$ cat src/rtl/spi_pkg.sv
// rtl/spi_pkg.sv - shared types and defaults for the SPI responder
// Contents:
//   spi_slv_state_t  responder FSM states
//   SPI_WIDTH        default frame length in bits
//   SPI_SYNC_STAGES  default synchronizer depth on the async SPI inputs
package spi_pkg;

  typedef enum logic [1:0] {
    IDLE,
    LEADIN,
    SHIFT,
    WAIT_CS
  } spi_slv_state_t;

  localparam int SPI_WIDTH       = 12;
  localparam int SPI_SYNC_STAGES = 2;

endpackage

$ cat src/rtl/spi_sync_edge.sv
// rtl/spi_sync_edge.sv - multi-stage synchronizer with rise/fall pulse outputs
// Ports:
//   clk, rst_n  system clock, asynchronous active-low reset
//   din         asynchronous input
//   dout        synchronized level
//   rise, fall  one-cycle pulses on synchronized 0->1 / 1->0 transitions
// Parameters:
//   STAGES   flop stages (minimum 2)
//   RST_VAL  idle level of the input; every stage resets to it so that
//            leaving reset never produces a spurious edge
module spi_sync_edge #(
  parameter int   STAGES  = 2,
  parameter logic RST_VAL = 1'b0
) (
  input  logic clk,
  input  logic rst_n,
  input  logic din,
  output logic dout,
  output logic rise,
  output logic fall
);

  logic [STAGES-1:0] sync_q, sync_d;
  logic              prev_q, prev_d;

  always_comb begin
    sync_d = {sync_q[STAGES-2:0], din};
    prev_d = sync_q[STAGES-1];
  end

  always_ff @(posedge clk or negedge rst_n) begin
    if (!rst_n) begin
      sync_q <= {STAGES{RST_VAL}};
      prev_q <= RST_VAL;
    end else begin
      sync_q <= sync_d;
      prev_q <= prev_d;
    end
  end

  assign dout = sync_q[STAGES-1];
  assign rise = dout & ~prev_q;
  assign fall = ~dout & prev_q;

endmodule

$ cat src/rtl/spi_slave_if.sv
// rtl/spi_slave_if.sv - oversampling full-duplex SPI responder, LSB-first frames
// Ports:
//   clk, rst_n            system clock, asynchronous active-low reset
//   sclk, cs, mosi        SPI bus from the master (async to clk, cs active-low)
//   miso                  serial response to the master
//   tx_data/tx_valid      response word for the next frame; tx_ready pulses on accept
//   rx_data/rx_valid      last received word, held until rx_ready
//   rx_overrun            pulse: an unread word was overwritten
//   frame_err             pulse: cs rose before a full frame was received
// Build option:
//   SPI_SLAVE_LOOPBACK_EN  each frame echoes the last completed rx word on miso;
//                          tx_data/tx_valid are ignored and tx_ready stays 0
module spi_slave_if
  import spi_pkg::*;
#(
  parameter int WIDTH       = SPI_WIDTH,
  parameter int SYNC_STAGES = SPI_SYNC_STAGES
) (
  input  logic             clk,
  input  logic             rst_n,
  input  logic             sclk,
  input  logic             cs,
  input  logic             mosi,
  output logic             miso,
  input  logic [WIDTH-1:0] tx_data,
  input  logic             tx_valid,
  output logic             tx_ready,
  output logic [WIDTH-1:0] rx_data,
  output logic             rx_valid,
  input  logic             rx_ready,
  output logic             rx_overrun,
  output logic             frame_err
);

  localparam int               CNT_W    = $clog2(WIDTH + 1);
  localparam logic [CNT_W-1:0] CNT_LAST = CNT_W'(WIDTH - 1);

  logic sclk_lvl, sclk_rise, sclk_fall;
  logic cs_lvl, cs_rise, cs_fall;
  logic mosi_s, mosi_rise, mosi_fall;

  spi_sync_edge #(.STAGES(SYNC_STAGES), .RST_VAL(1'b0)) u_sync_sclk (
    .clk(clk), .rst_n(rst_n), .din(sclk),
    .dout(sclk_lvl), .rise(sclk_rise), .fall(sclk_fall)
  );

  spi_sync_edge #(.STAGES(SYNC_STAGES), .RST_VAL(1'b1)) u_sync_cs (
    .clk(clk), .rst_n(rst_n), .din(cs),
    .dout(cs_lvl), .rise(cs_rise), .fall(cs_fall)
  );

  // Same depth as sclk so the data bit and its sampling edge stay aligned.
  spi_sync_edge #(.STAGES(SYNC_STAGES), .RST_VAL(1'b0)) u_sync_mosi (
    .clk(clk), .rst_n(rst_n), .din(mosi),
    .dout(mosi_s), .rise(mosi_rise), .fall(mosi_fall)
  );

  // Only edges are needed for sclk/cs and only the level for mosi.
  logic unused_sync;
  assign unused_sync = ^{sclk_lvl, cs_lvl, mosi_rise, mosi_fall};

  spi_slv_state_t   state_q, state_d;
  logic [WIDTH-1:0] txsh_q, txsh_d;
  logic [WIDTH-1:0] rxsh_q, rxsh_d;
  logic [CNT_W-1:0] cnt_q, cnt_d;
  logic             miso_q, miso_d;
  logic             tx_ready_q, tx_ready_d;
  logic [WIDTH-1:0] rx_data_q, rx_data_d;
  logic             rx_valid_q, rx_valid_d;
  logic             rx_overrun_q, rx_overrun_d;
  logic             frame_err_q, frame_err_d;

`ifdef SPI_SLAVE_LOOPBACK_EN
  logic unused_tx;
  assign unused_tx = ^{tx_data, tx_valid};
`endif

  always_comb begin
    state_d      = state_q;
    txsh_d       = txsh_q;
    rxsh_d       = rxsh_q;
    cnt_d        = cnt_q;
    miso_d       = miso_q;
    tx_ready_d   = 1'b0;
    rx_data_d    = rx_data_q;
    rx_valid_d   = rx_valid_q & ~rx_ready;
    rx_overrun_d = 1'b0;
    frame_err_d  = 1'b0;

    case (state_q)
      IDLE: begin
        miso_d = 1'b0;
        if (cs_fall) begin
          cnt_d   = '0;
          rxsh_d  = '0;
          state_d = LEADIN;
`ifdef SPI_SLAVE_LOOPBACK_EN
          // rx_data_q always holds the most recent completed word, read or not.
          txsh_d = rx_data_q;
`else
          if (tx_valid) begin
            txsh_d     = tx_data;
            tx_ready_d = 1'b1;
          end else begin
            txsh_d = '0;
          end
`endif
        end
      end

      // The sclk fall right after cs goes low carries no data.
      LEADIN: begin
        if (cs_rise) begin
          frame_err_d = 1'b1;
          state_d     = IDLE;
        end else if (sclk_fall) begin
          state_d = SHIFT;
        end
      end

      SHIFT: begin
        if (cs_rise) begin
          frame_err_d = 1'b1;
          miso_d      = 1'b0;
          state_d     = IDLE;
        end else begin
          if (sclk_rise) begin
            miso_d = txsh_q[0];
            txsh_d = {1'b0, txsh_q[WIDTH-1:1]};
          end
          if (sclk_fall) begin
            // Enter at the MSB end: after WIDTH samples bit 0 sits at index 0.
            rxsh_d = {mosi_s, rxsh_q[WIDTH-1:1]};
            cnt_d  = cnt_q + CNT_W'(1);
            if (cnt_q == CNT_LAST) begin
              // A coincident rx_ready consumed the old word, so no overrun.
              rx_data_d    = rxsh_d;
              rx_valid_d   = 1'b1;
              rx_overrun_d = rx_valid_q & ~rx_ready;
              miso_d       = 1'b0;
              state_d      = WAIT_CS;
            end
          end
        end
      end

      WAIT_CS: begin
        miso_d = 1'b0;
        if (cs_rise) state_d = IDLE;
      end

      default: state_d = IDLE;
    endcase
  end

  always_ff @(posedge clk or negedge rst_n) begin
    if (!rst_n) begin
      state_q      <= IDLE;
      txsh_q       <= '0;
      rxsh_q       <= '0;
      cnt_q        <= '0;
      miso_q       <= 1'b0;
      tx_ready_q   <= 1'b0;
      rx_data_q    <= '0;
      rx_valid_q   <= 1'b0;
      rx_overrun_q <= 1'b0;
      frame_err_q  <= 1'b0;
    end else begin
      state_q      <= state_d;
      txsh_q       <= txsh_d;
      rxsh_q       <= rxsh_d;
      cnt_q        <= cnt_d;
      miso_q       <= miso_d;
      tx_ready_q   <= tx_ready_d;
      rx_data_q    <= rx_data_d;
      rx_valid_q   <= rx_valid_d;
      rx_overrun_q <= rx_overrun_d;
      frame_err_q  <= frame_err_d;
    end
  end

  assign miso       = miso_q;
  assign tx_ready   = tx_ready_q;
  assign rx_data    = rx_data_q;
  assign rx_valid   = rx_valid_q;
  assign rx_overrun = rx_overrun_q;
  assign frame_err  = frame_err_q;

endmodule

$ cat config.mk
export PLATFORM = sky130hd
export DESIGN_NAME = spi_slave_if
export DESIGN_NICKNAME = d
export VERILOG_FILES = /design/src/rtl/spi_pkg.sv /design/src/rtl/spi_sync_edge.sv /design/src/rtl/spi_slave_if.sv
export SDC_FILE = /design/constraint.sdc
export NUM_CORES = 1
export LEC_CHECK = 0
export ABC_AREA = 1
export BUFFER_PORTS_ARGS = -buffer_cell sky130_fd_sc_hd__buf_2
export CAP_MARGIN = 20
export CORE_AREA = 2 2 68 70
export CTS_BUF_LIST = sky130_fd_sc_hd__clkbuf_4
export DETAILED_ROUTE_END_ITERATION = 6
export DIE_AREA = 0 0 70 72
export PLACE_DENSITY = 0.8
export SLEW_MARGIN = 20
export SYNTH_ARGS = -nofsm -noshare
export SYNTH_HDL_FRONTEND = slang
export SYNTH_SLANG_ARGS = --single-unit
$ cat constraint.sdc
create_clock -name clk -period 2.58 [get_ports clk]
set_input_delay 0.258 -clock clk [delete_from_list [all_inputs] [get_ports clk]]
set_output_delay 0.258 -clock clk [all_outputs]
set_load 0.01 [all_outputs]
=== After elaboration in Yosys (flattened, before gate mapping) ===
Cells that the tools add are included.

* Register bits: 55
* Output and inout bits: 17

* Mux-type cells: 39
* Add/sub/neg operators: 1
* Bitwise gates (word level): 11
* Equal/unequal tests: 12
* Reductions and logical operators: 9

{| class="wikitable"
|+ Operator list
! kind !! number
|-
| $mux 12 || 7
|-
| $pmux 12 s2 || 2
|-
| $mux 1 || 17
|-
| $mux 2 || 7
|-
| $mux 4 || 3
|-
| $reduce_and 4->1 || 3
|-
| $ne 2x2->1 const B || 5
|-
| $ne 3x3->1 const B || 3
|-
| $pmux 2 s4 || 1
|-
| $pmux 4 s2 || 1
|-
| $not 1->1 || 6
|-
| $and 1x1->1 || 5
|-
| $reduce_and 5->1 || 1
|-
| $add 4x1->4 const B || 1
|-
| $eq 2x2->1 const B || 2
|-
| $eq 4x4->1 const B || 1
|-
| $reduce_bool 2->1 || 2
|-
| $reduce_or 2->1 || 2
|-
| $eq 2x1->1 const B || 1
|-
| $logic_not 2->1 || 1
|-
| $pmux 1 s2 || 1
|}

=== Logic depth before layout (Yosys ltp) ===
Gate-level depths: netlist of the first run.

* Depth in word-level cells: 7
* Depth in mapped cells: 11
* Gate-level depth less buffers: 10

=== Cells and area by module ===
From an unflattened synthesis of the first run, not the netlist that was laid out.

* Cell total of the unflattened synthesis: 273
* Area total of the unflattened synthesis: 2555.0 µm²

{| class="wikitable"
|+ By module, submodules not included
! module !! cells an instance !! instances !! area each (µm²)
|-
| spi_slave_if || 252 || 1 || 2280.9
|-
| spi_sync_edge at u_sync_mosi ... || 7 || 2 || 90.1
|-
| spi_sync_edge at u_sync_cs || 7 || 1 || 93.8
|}

=== Worst setup path after synthesis of the first run ===
Ideal clock, no wire load.

* Kind: reg2reg
* From: register state_q[0]
* To: register txsh_q[1]
* Data required time: 2.457 ns
* Data arrival time: 1.335 ns
* Setup time: 0.123 ns
* Setup slack: 1.122 ns
* Cell stages (with the launch flop): 11
* Buffers on the path: 2
* Cells stage by stage: dfrtp_1 -> inv_1 -> ha_1 -> buf_6 -> inv_6 -> nand2_4 -> nand2_2 -> nand3_2 -> buf_6 -> nand2_1 -> o21ai_2

* Cells in the longest elaborated chain, start to end: 3
* Elaborated cells on any way between the ends: 8
* Classes of those cells: eq/ne (4); mux (1); reduce/logical (3)

{| class="wikitable"
|+ Ends and longest elaborated chain
! element !! RTL line !! text
|-
| from (decl) || spi_slave_if.sv:62 || <nowiki>spi_slv_state_t state_q, state_d;</nowiki>
|-
| from (signal assigned) || spi_slave_if.sv:169 || <nowiki>state_q <= state_d;</nowiki>
|-
| $eq 2x2->1 or $logic_not 2->1 (tied branches) || spi_slave_if.sv:90 || <nowiki>case (state_q)</nowiki>
|-
| $ne 2x2->1 (no line) or $reduce_bool 2->1 (tied branches) || n/a ||
|-
| $reduce_and 4->1 (no line) || n/a ||
|-
| to (signal assigned) || spi_slave_if.sv:170 || <nowiki>txsh_q <= txsh_d;</nowiki>
|-
| to (decl) || spi_slave_if.sv:63 || <nowiki>logic [WIDTH-1:0] txsh_q, txsh_d;</nowiki>
|}

Parallel ways exist; a longest one is shown, timed or not.
A chain may end at the register's enable or synchronous reset.

=== Worst setup path after layout of the first run ===
* From: register state_q[0]
* To: register rx_data_q[11] (netlist: rx_data[11])

* Cells in the longest elaborated chain, start to end: 2

{| class="wikitable"
|+ Ends and longest elaborated chain
! element !! RTL line !! text
|-
| $eq 2x2->1 || spi_slave_if.sv:90 ||
|-
| $reduce_and 4->1 (no line) || n/a ||
|-
| to (signal assigned) || spi_slave_if.sv:175 || <nowiki>rx_data_q <= rx_data_d;</nowiki>
|-
| to (decl) || spi_slave_if.sv:68 || <nowiki>logic [WIDTH-1:0] rx_data_q, rx_data_d;</nowiki>
|}

Every way passes these cells.

==> impl_results.md, run 1 <==
* Met2 global-route usage at between 30% and 40%
* Sequential-to-total area share from yosys stat at between 50% and 60%
* Clk Latency, worst-skew pair at approximately 360 ps
* # diodes at 0
* 1st-pass router iterations at 4
* Post-layout net count at between 300 and 400
* Worst r2r dst: rx_data[11]
* CP Class: flip-flop to flip-flop
* Share of the cycle needed by the critical path after routing at between 70% and 80%
* Die area at 5040 µm²
* PwrDens at roughly 810 nW/µm²
* Worst-path clk slew at 140 ps
* DIE WIDTH at about 70 µm
* IO buf count at 35
* R2R setup slack at 680 ps
* Count of clock tree sinks at 54
* Placeable Area at 4260 µm²
* GRT Resource Usage Total at 18.1%
* Syn_area_per_cell at approximately 10 µm²
* Area Overhead vs Synth at 12.0%
* RSZ-0062 raised after global routing: no
* Yosys reg bits at 54
* # DRC at 0
* Last element of the critical path: rx_data[11]
* Top cell type's share of synthesized area at roughly 52%
* Part of the power in registers at a little under half
* VDD IR max at about 0.56 mV
* P_leak at 0.00140 µW
* Via density at ~5.0
* DRT antenna net count at 0
* Slew Limit Fails at 0
* Count of final setup violators at 0
* Largest net degree at the start of global routing at 30
* Fillers at between 300 and 400
* Met3 Usage GRT at approximately 4.2%
* Total gr overflow at 0
* Post-Synthesis Cell Area at ~2500 µm²
* Mapped Nets at between 200 and 300
* Max clock buf depth at 2
* Critical Path RT at ~2800 ps
* Met1 Use GR at between 20% and 30%
* Global-route wire length before repair at between 7 and 8 mm
* Critical Path AT at 2160 ps
* Total net switching power at approximately 900 µW
* Hold Crit Class: input pin to flip-flop
* Vias at around 1700
* Io pins at 36
* DP HPWL at ~3.0 mm
* CTS tree: done
* Area leader, netlist: dfrtp_1
* Clock Skew at ~4.5 ps
* Share of layout cells above drive strength 1 at roughly 33%
* Status: complete, no violations
* Yosys cell types at 26
* Routability cong. at between 0.8 and 0.9
* Setup crit start kind: flip-flop
* Synth warnings at 0
* Initial antenna violation count at 0
* Critical Path Source: state_q[0]
* Die Span Y at 72 µm
* Syn Inst Count at ~240
* Routed wire length per instance at around 12 µm
* Gr busiest metal: met2
* TritonCTS Buffers at 5
* Synth top area cells: dfrtp_1 (52%), o21ai_2 (11%), nand2_1 (10%)
* Max-Cap Viols at 0
* Setup TNS at 0 ps
* Vias in the first global route at 1759
* Final hold vios at 0
* Launching point of the worst reg2reg path: state_q[0]
* Post-CTS Setup Inserts at 0
* Initial core utilization at between 50 and 60%
* Root Driver: clkbuf_4
* Crit. End Element: flip-flop
* Pint at around 1400 µW
* Fmax at approximately 530 MHz
* Worst-Margin Slew at around 610 ps
* Crit path max fanout at 26
* WL final at 4.19 mm
* Worst r2r path cells at 7
* Clk network pwr share at between 15 and 20%
* H-Tree Depth at 2
* Row cnt at 24
* Initial DRC count at between 100 and 150
* Slew headroom at 59.6%
* Hold_ws at between 100 and 150 ps
* Crit path time final at 1900 ps
* Net Sw Frac at between 30% and 40%
* Share of total power in combinational logic at around two fifths
cells in the final DEF, fill, tap and decap left out, types with 5 or more instances in the layout:
cell       n
buf_2     35
a22oi_1   11
nand2_1   66
inv_1     29
nor2_1     8
clkbuf_4   5
ha_1       6
o21ai_2   32
dfrtp_1   51
power by group through the flow:
| stage | Clock (µW) | Sequential, µW | Combinational (µW) |
|---|---|---|---|
| after floorplan | 0 | 1040 | 751 |
| after global placement | 0 | 1040 | 837 |
| after detailed placement | 0 | 1050 | 858 |
| after CTS | 374 | 1030 | 867 |
| after global routing | 396 | 1050 | 964 |
| final | 353 | 1030 | 856 |
through the flow:
step / util (%) / setup slack (ps) / instance area, µm² / power [µW] / cells
after floorplan: - / 1120 / 2470 / 1790 / 244
after global placement: 62.6 / 771 / 2670 / 1880 / 327
after detailed placement: 62.6 / 696 / 2670 / 1910 / 327
after CTS: 64.8 / 677 / 2760 / 2270 / 339
after global routing: 64.8 / 502 / 2760 / 2410 / 339
final: 64.8 / 685 / 2760 / 2240 / 339
synthesized netlist by cell type:
library cell,number
buf_6,7
o21ai_0,2
nand4_1,2
nand2_1,66
nand3_1,3
a21oi_1,1
o21ai_2,32
nand2_4,2
nor3_1,1
o21ai_1,4
dfrtp_1,51
ha_1,6
nand2_2,4
nand3_4,1
buf_2,2
nor2_2,1
inv_1,29
nor2_1,8
o21bai_1,1
inv_6,1
inv_2,2
o211ai_1,1
xor2_1,2
nand3_2,1
dfstp_2,3
a22oi_1,11
worst min path at each step:
| stage | from | to | slack, ps | cells past startpoint |
|---|---|---|---|---|
| floorplan | rst_n | cnt_q[0] | -40 | 0 |
| global placement | rst_n | miso | 300 | 1 |
| detailed placement | rst_n | miso | 300 | 1 |
| CTS | tx_data[11] | txsh_q[11] | 100 | 3 |
| global route | tx_data[11] | txsh_q[11] | 110 | 3 |
| finish | tx_data[11] | txsh_q[11] | 120 | 3 |
area by class of cell:
| class | instances | area, µm² | share of cell area, % |
|---|---|---|---|
| tap | 52 | 65.1 | 2.36 |
| clock inverter | 3 | 16.3 | 0.589 |
| timing repair buffer | 44 | 265 | 9.61 |
| sequential | 54 | 1360 | 49.1 |
| inverter | 32 | 125 | 4.53 |
| clock buffer | 5 | 37.5 | 1.36 |
| multi-input combinational | 149 | 897 | 32.5 |
per-layer routing:
metal  vias up  routed length [µm]
met5         -                   0
met4         0                  34
met3         5                 150
met2        31                2140
met1       807                1860
li1        861                   -
critical path, stage by stage, from the launching register on:
cell	delay (ps)
dfrtp_1	460
inv_1	110
ha_1	460
nand2_2	150
inv_2	100
nand3_4	280
nand2_1	180
o21ai_2	60
cells by family after synthesis:
family          Yosys count  share of synthesized area, %
simple gates             89                          15.9
flops                    54                          54.9
compound gates           52                          16.7
buf+inv                  41                          8.68
fa+ha+maj                 6                          3.04
xor+xnor                  2                         0.710
registers in the layout (all words and copies together) (netlist names):
name and cells:
rx_valid 1, rxsh_q 11, u_sync_cs.prev_q 1, tx_ready 1
rx_data 12, txsh_q 12, cnt_q 4, rx_overrun 1
u_sync_sclk.sync_q 2, u_sync_sclk.prev_q 1, miso 1, frame_err 1
state_q 2, u_sync_cs.sync_q 2, u_sync_mosi.sync_q 2
what timing repair did:
action,4_1_cts,5_1_grt
resized for setup,0,0
hold buffers,4,0
setup endpoints to repair,0,0
endpoints found under the hold margin,28,0
Note: power is estimated with default switching activity, not from simulation.
==> inputs of run 2 (changes only) <==
ABC_AREA = 0   (was 1)
CORE_AREA = 2 2 70 72   (was 2 2 68 70)
DIE_AREA = 0 0 72 74   (was 0 0 70 72)
PLACE_DENSITY = 0.77   (was 0.8)
clock period = 1.6 ns   (was 2.58 ns; I/O delays follow)
==> run 2 against run 1 <==
  * The run now ends with negative setup slack left
  * Maximum frequency fell by 1.4%
  * Count of clock-buffer cells in the layout increased by 1
  * Worst setup slack got worse by 1000 ps
  * Final cell count shrank 10%
  * Die area increased by 5.7%
  * Global-route usage rose by 3.3 points
  * Total power is 98% higher
  * Largest cell class unchanged
==> impl_results.md, run 2 <==
* Status: finished, violations left
* Failing checks: negative setup slack
* Fillers at about 300
* DP HPWL at 3.01 mm
* Die area at 5330 µm²
* Vias at about 1700
* Worst-path cell chain: inv_2 -> ha_4 -> mux2i_4 -> buf_4 -> a211oi_4 -> buf_4 -> nor2_4 -> buf_12 -> mux2_4
* FFs w/ async S/R, synth at between 90% and 100%
* Fmax at about 520 MHz
* TritonCTS Buffers at 5
* RSZ-0062 raised after global routing: yes
* Yosys reg bits at 54
* Total power at around 4400 µW
* Area leader, netlist: dfrtp_1
* Syn_area_per_cell at roughly 14 µm²
* Worst-path clk slew at about 150 ps
* Max-Cap Viols at 0
* Critical Path RT at around 1900 ps
* Worst setup margin at -322 ps
* Routability cong. at 0.736
* Clk Latency, worst-skew pair at approximately 370 ps
* H-Tree Depth at 2
* Critical Path AT at between 2000 and 2500 ps
* # DRC at 0
* Synth Flop Type: dfrtp_1
* Count of clock tree sinks at 54
* Total gr overflow at 0
* Most common cell after layout, fill and taps aside: dfrtp_1
* CP Class: flip-flop to flip-flop
* Top cell family by delay on the critical path: buffers and inverters
* Crit-path max cell delay at approximately 440 ps
* Crit path time final at about 1900 ps
* Critical-path top delay cell: dfrtp_1
* Root Driver: clkbuf_4
* Cell Area, Placed at approximately 2800 µm²
* Setup TNS at -9510 ps
* Post-synth EDFFs at 0
* Synth warnings at 0
* DIE WIDTH at about 70 µm
* Count of final setup violators at about 40
* Design area at between 3000 and 4000 µm²
* PwrDens at roughly 1300 nW/µm²
* Setup crit start kind: flip-flop
* GRT Resource Usage Total at a little over a fifth
* Clock Skew at 4.61 ps
* Top cells by count, synth: dfrtp_1 (51), mux2_2 (26), a22o_2 (12)
* Initial DRC count at around 110
* Post-layout net count at between 200 and 300
* Slew Limit Fails at 0
* Final hold vios at 0
* Die Span Y at 74 µm
* Synth top area cells: dfrtp_1 (54%), mux2_2 (12%), a22o_2 (5.1%)
* Io pins at 36
* Largest net degree at the start of global routing at 55
* Syn Inst Count at around 170
* VDD IR max at 0.586 mV
* Initial antenna violation count at 0
* P_leak at roughly 0.0017 µW
* Max clock buf depth at 2
* Yosys cell types at 40
* # diodes at 0
* Commonest cells after routing, fill and taps aside: dfrtp_1 (51), buf_2 (35), mux2_4 (26), buf_4 (21), a22o_1 (10)
* Share of the cycle needed by the critical path after routing at 120%
* Vias in the first global route at 1714
* Share of layout cells above drive strength 1 at about three fifths
* Hold Crit Class: input pin to flip-flop
* Slew headroom at 81.0%
* Crit. End Element: flip-flop
* CTS tree: done
* Top cell type's share of synthesized area at about 54%
* Most numerous cell on the critical path: buf_4
* WL final at ~5.3 mm
* DRT antenna net count at 0
* Most frequent cell after synthesis: dfrtp_1
* Routed wire length per instance at between 15 and 20 µm
* Row cnt at 25
* Crit path max fanout at 13
* Mapped Nets at just under 200
* 1st-pass router iterations at 4
* IO buf count at 35
* Initial core utilization at 51.5%
* Placeable Area at about 4600 µm²
* Critical path buffers and inverters at 4
* Area Overhead vs Synth at 41.0%
* Sequential-to-total area share from yosys stat at around 57%
* Worst-Margin Slew at roughly 290 ps
* Post-Synthesis Cell Area at between 2000 and 2500 µm²
* Global-route wire length before repair at about 8.6 mm
* Hold_ws at slightly above 60 ps
* Via density at ~5.4
-- run 2: metrics by stage --
step / std cells / worst slack, ps / utilization [%]
2_1_floorplan: 172 / -198 / -
3_3_place_gp: 278 / -400 / 60.5
3_5_place_dp: 278 / -522 / 60.5
4_1_cts: 303 / -272 / 70.4
5_1_grt: 304 / -392 / 72.7
6_report: 304 / -322 / 72.7
-- run 2: timing repair --
action,in CTS,in global routing
hold endpoints to repair,55,0
resized for setup,51,20
hold buffers,5,0
endpoints found under the setup margin,41,42
gates cloned,1,0
pin swaps,5,3
setup buffers,11,2
-- run 2: power breakdown --
group | total [µW] | switching [µW] | internal [µW]
combinational | 1910 | 823 | 1090
sequential | 1750 | 154 | 1600
clock | 766 | 419 | 347
-- run 2: tightest hold or removal path, stage by stage --
cell,delay [ps]
buf_2,70
inv_1,30
and3_1,150
-- run 2: layout make-up --
cell class	instances	area [µm²]	area share (%)
clock buffers	6	45.0	1.35
clock inverters	2	37.5	1.12
inverters	7	26.3	0.787
multi-input cells	104	1170	35.2
flip-flops and latches	54	1360	40.6
well taps	54	67.6	2.02
repair buffers	77	634	19.0
-- run 2: cell families (layout without fill, tap and decap cells) --
| kind of cell | after synthesis | in the layout | synth area share [%] |
|---|---|---|---|
| muxes | 28 | 28 | 13.2 |
| DFF | 54 | 54 | 57.2 |
| and+or+nand+nor | 29 | 29 | 7.71 |
| AOI/OAI and AO/OA | 41 | 41 | 14.9 |
| adders and majority gates | 6 | 6 | 3.17 |
| buffers and inverters | 14 | 92 | 3.80 |
-- run 2: path summary, 6_finish.rpt --
| check | depth (start not counted) | end | from | slack (ps) |
|---|---|---|---|---|
| max | 9 | cnt_q[0] | state_q[1] | -320 |
| min | 3 | rx_overrun | rx_ready | 60 |
| max reg2reg | 9 | cnt_q[0] | state_q[1] | -320 |
| min reg2reg | 0 | u_sync_cs.sync_q[1] | u_sync_cs.sync_q[0] | 370 |
| max in group asynchronous | 3 | u_sync_cs.sync_q[0] | rst_n | 1020 |
| min in group asynchronous | 3 | frame_err | rst_n | 290 |
-- run 2: routing by layer --
metal	GRT usage, %	part of all wire (%)	up-vias	routed length [µm]
li1	-	-	781	-
met1	29.0	45	838	2360
met2	35.4	51	30	2730
met3	4.07	2.8	7	150
met4	6.92	1.2	0	64
met5	0	0	-	0
==> inputs of run 3 (changes only) <==
BUFFER_PORTS_ARGS = not set   (was -buffer_cell sky130_fd_sc_hd__buf_2)
CORE_AREA = 2 2 67 69   (was 2 2 70 72)
DIE_AREA = 0 0 69 71   (was 0 0 72 74)
DONT_BUFFER_PORTS = 1   (was not set)
PLACE_DENSITY = 0.75   (was 0.77)
==> run 3 against run 2 <==
  * Clock power down 14%
  * The flow finishes with violations (design-rule violations, negative setup slack)
  * Utilization down 1.4 points
  * Worst setup slack better by 3.9 ps
  * Die area down 8.1%
  * Sequential cell count unchanged
  * Non-clock buffer count shrank 46
  * Register-to-register slack barely moved
  * Critical path depth is 2 lower
  * Wire length shrank 3.0%
  * Sequential power barely moved
  * Total power down 7.3%
  * Maximum frequency is 0.20% higher
==> impl_results.md, run 3 (synthesis gave the netlist of run 2 again) <==
* Status: finished, violations left
* Failing checks: design-rule violations, negative setup slack
* Routability cong. at roughly 0.79
* Via density at roughly 6
* Net Sw Frac at 34.1%
* R2R setup slack at -320 ps
* Vias in the first global route at between 1500 and 2000
* Setup TNS at -6830 ps
* Post-layout net count at 228
* Critical Path RT at roughly 1900 ps
* Placeable Area at 4200 µm²
* Clock Skew at between 15 and 20 ps
* Initial core utilization at a little under three fifths
* IO buf count at 0
* DP HPWL at approximately 3 mm
* Worst-Margin Slew at 329 ps
* Area Overhead vs Synth at 26.5%
* DRT antenna net count at 0
* Die Span Y at slightly above 70 µm
* Row cnt at 24
* Total gr overflow at 0
* Final hold vios at 0
* Critical-path top delay cell: dfrtp_2
* Crit path time final at between 1500 and 2000 ps
* Hold Crit Class: input pin to flip-flop
* # diodes at 0
* Routed wire length per instance at around 20 µm
* Io pins at 36
* Count of final setup violators at 43
* Crit path max fanout at 3
* Root Driver: clkbuf_4
* Worst-path clk slew at ~160 ps
* Initial DRC count at 92
* TritonCTS Buffers at 5
* Share of total power in combinational logic at 40.7%
* Worst-path cell chain: inv_2 -> ha_4 -> mux2i_4 -> a211oi_2 -> buf_4 -> o2111ai_2 -> mux2_4
* Pre-CTS setup slack at -476 ps
* Slew Limit Fails at 0
* Total net switching power at around 1400 µW
* Global-route wire length before repair at a little over 8 mm
* Crit-path max cell delay at 440 ps
* Clk Latency, worst-skew pair at between 300 and 400 ps
* Setup crit start kind: flip-flop
* Fmax at roughly 520 MHz
* Initial antenna violation count at 0
* Commonest cells after routing, fill and taps aside: dfrtp_1 (50), mux2_4 (25), buf_4 (14), a22o_2 (12), a22o_1 (10)
* # DRC at 3
* WL final at a little over 5 mm
* P_leak at 0.00146 µW
* H-Tree Depth at 2
* DIE WIDTH at approximately 69 µm
* Die area at approximately 4900 µm²
* Critical path buffers and inverters at 2
* CTS tree: done
* Max clock buf depth at 2
* VDD IR max at around 0.76 mV
* CP Class: flip-flop to flip-flop
* RSZ-0062 raised after global routing: yes
* Vias at about 1500
* Crit. End Element: flip-flop
* GRT Resource Usage Total at a little over a fifth
* Part of the power in registers at 43.3%
* Critical Path AT at approximately 2200 ps
* Most common cell after layout, fill and taps aside: dfrtp_1
* Largest net degree at the start of global routing at 55
* Share of the cycle needed by the critical path after routing at 120%
* Worst setup margin at -318 ps
* Slew headroom at between 70% and 80%
* Count of clock tree sinks at 54
* PwrDens at around 1400 nW/µm²
* Max-Cap Viols at 0
* Layout Utilization at between 70 and 80%
* 1st-pass router iterations at 6
* Share of layout cells above drive strength 1 at approximately 49%
* Pint at roughly 2700 µW
* Clk network pwr share at ~16%
* Top cell family by delay on the critical path: multiplexers
[run 3: changes by cell type in the layout (fill, tap and decap cells not counted), sizes merged]
| cell | previous run | this run |
|---|---|---|
| bufinv | 1 | 0 |
| clkinv | 0 | 1 |
| buf | 72 | 23 |
| dlygate4sd3 | 5 | 7 |
| inv | 7 | 9 |
| clkinvlp | 1 | 0 |
[run 3: final cells by class]
| type | instances | area (µm²) |
|---|---|---|
| tap | 52 | 65.1 |
| fill | 281 | 1210 |
| clock inverter | 3 | 28.8 |
| timing repair buffer | 31 | 353 |
| clock buffer | 5 | 37.5 |
| multi-input combinational | 104 | 1130 |
| inverter | 7 | 26.3 |
| sequential | 54 | 1360 |
[run 3: per-layer routing]
metal  up-vias  track usage (%)  share of wire [%]  wire length (µm)
met3        15             5.98                4.4               227
met2        48             36.9                 52              2690
li1        697                -                  -                 -
met4         0             11.5                3.2               165
met1       778             24.9                 40              2060
met5         -                0                  0                 0
[run 3: per-stage QoR]
stage | total power [µW] | std cells | area [µm²] | hold slack [ps]
floorplan | 2620 | 172 | 2390 | -136
global placement | 2820 | 230 | 2510 | -134
detailed placement | 2910 | 230 | 2510 | -134
CTS | 3870 | 252 | 2840 | 4.37
global route | 4350 | 256 | 3000 | 2.02
finish | 4110 | 256 | 3000 | 20.2
[run 3: repair_timing]
item | CTS | global route
pin swaps | 3 | 2
hold buffers | 8 | 0
endpoints found under the hold margin | 61 | 0
gates resized for setup | 23 | 32
setup buffers | 6 | 3
cloned | 0 | 1
setup endpoints to repair | 41 | 42
[run 3: power groups by stage]
| stage | clock network (µW) | registers (µW) | logic [µW] |
|---|---|---|---|
| CTS | 676 | 1760 | 1430 |
| global placement | 0 | 1770 | 1050 |
| detailed placement | 0 | 1790 | 1120 |
| finish | 656 | 1780 | 1670 |
| floorplan | 0 | 1740 | 875 |
| global route | 724 | 1810 | 1810 |
[run 3: final timing paths]
path / cells past startpoint / startpoint / end
worst max-delay path: 7 / state_q[1] / cnt_q[3]
max in group asynchronous: 2 / rst_n / u_sync_cs.sync_q[0]
worst min register to register: 0 / u_sync_cs.sync_q[0] / u_sync_cs.sync_q[1]
min in group asynchronous: 2 / rst_n / state_q[0]
worst max register to register: 7 / state_q[1] / cnt_q[3]
worst min-delay path: 2 / tx_data[1] / txsh_q[1]
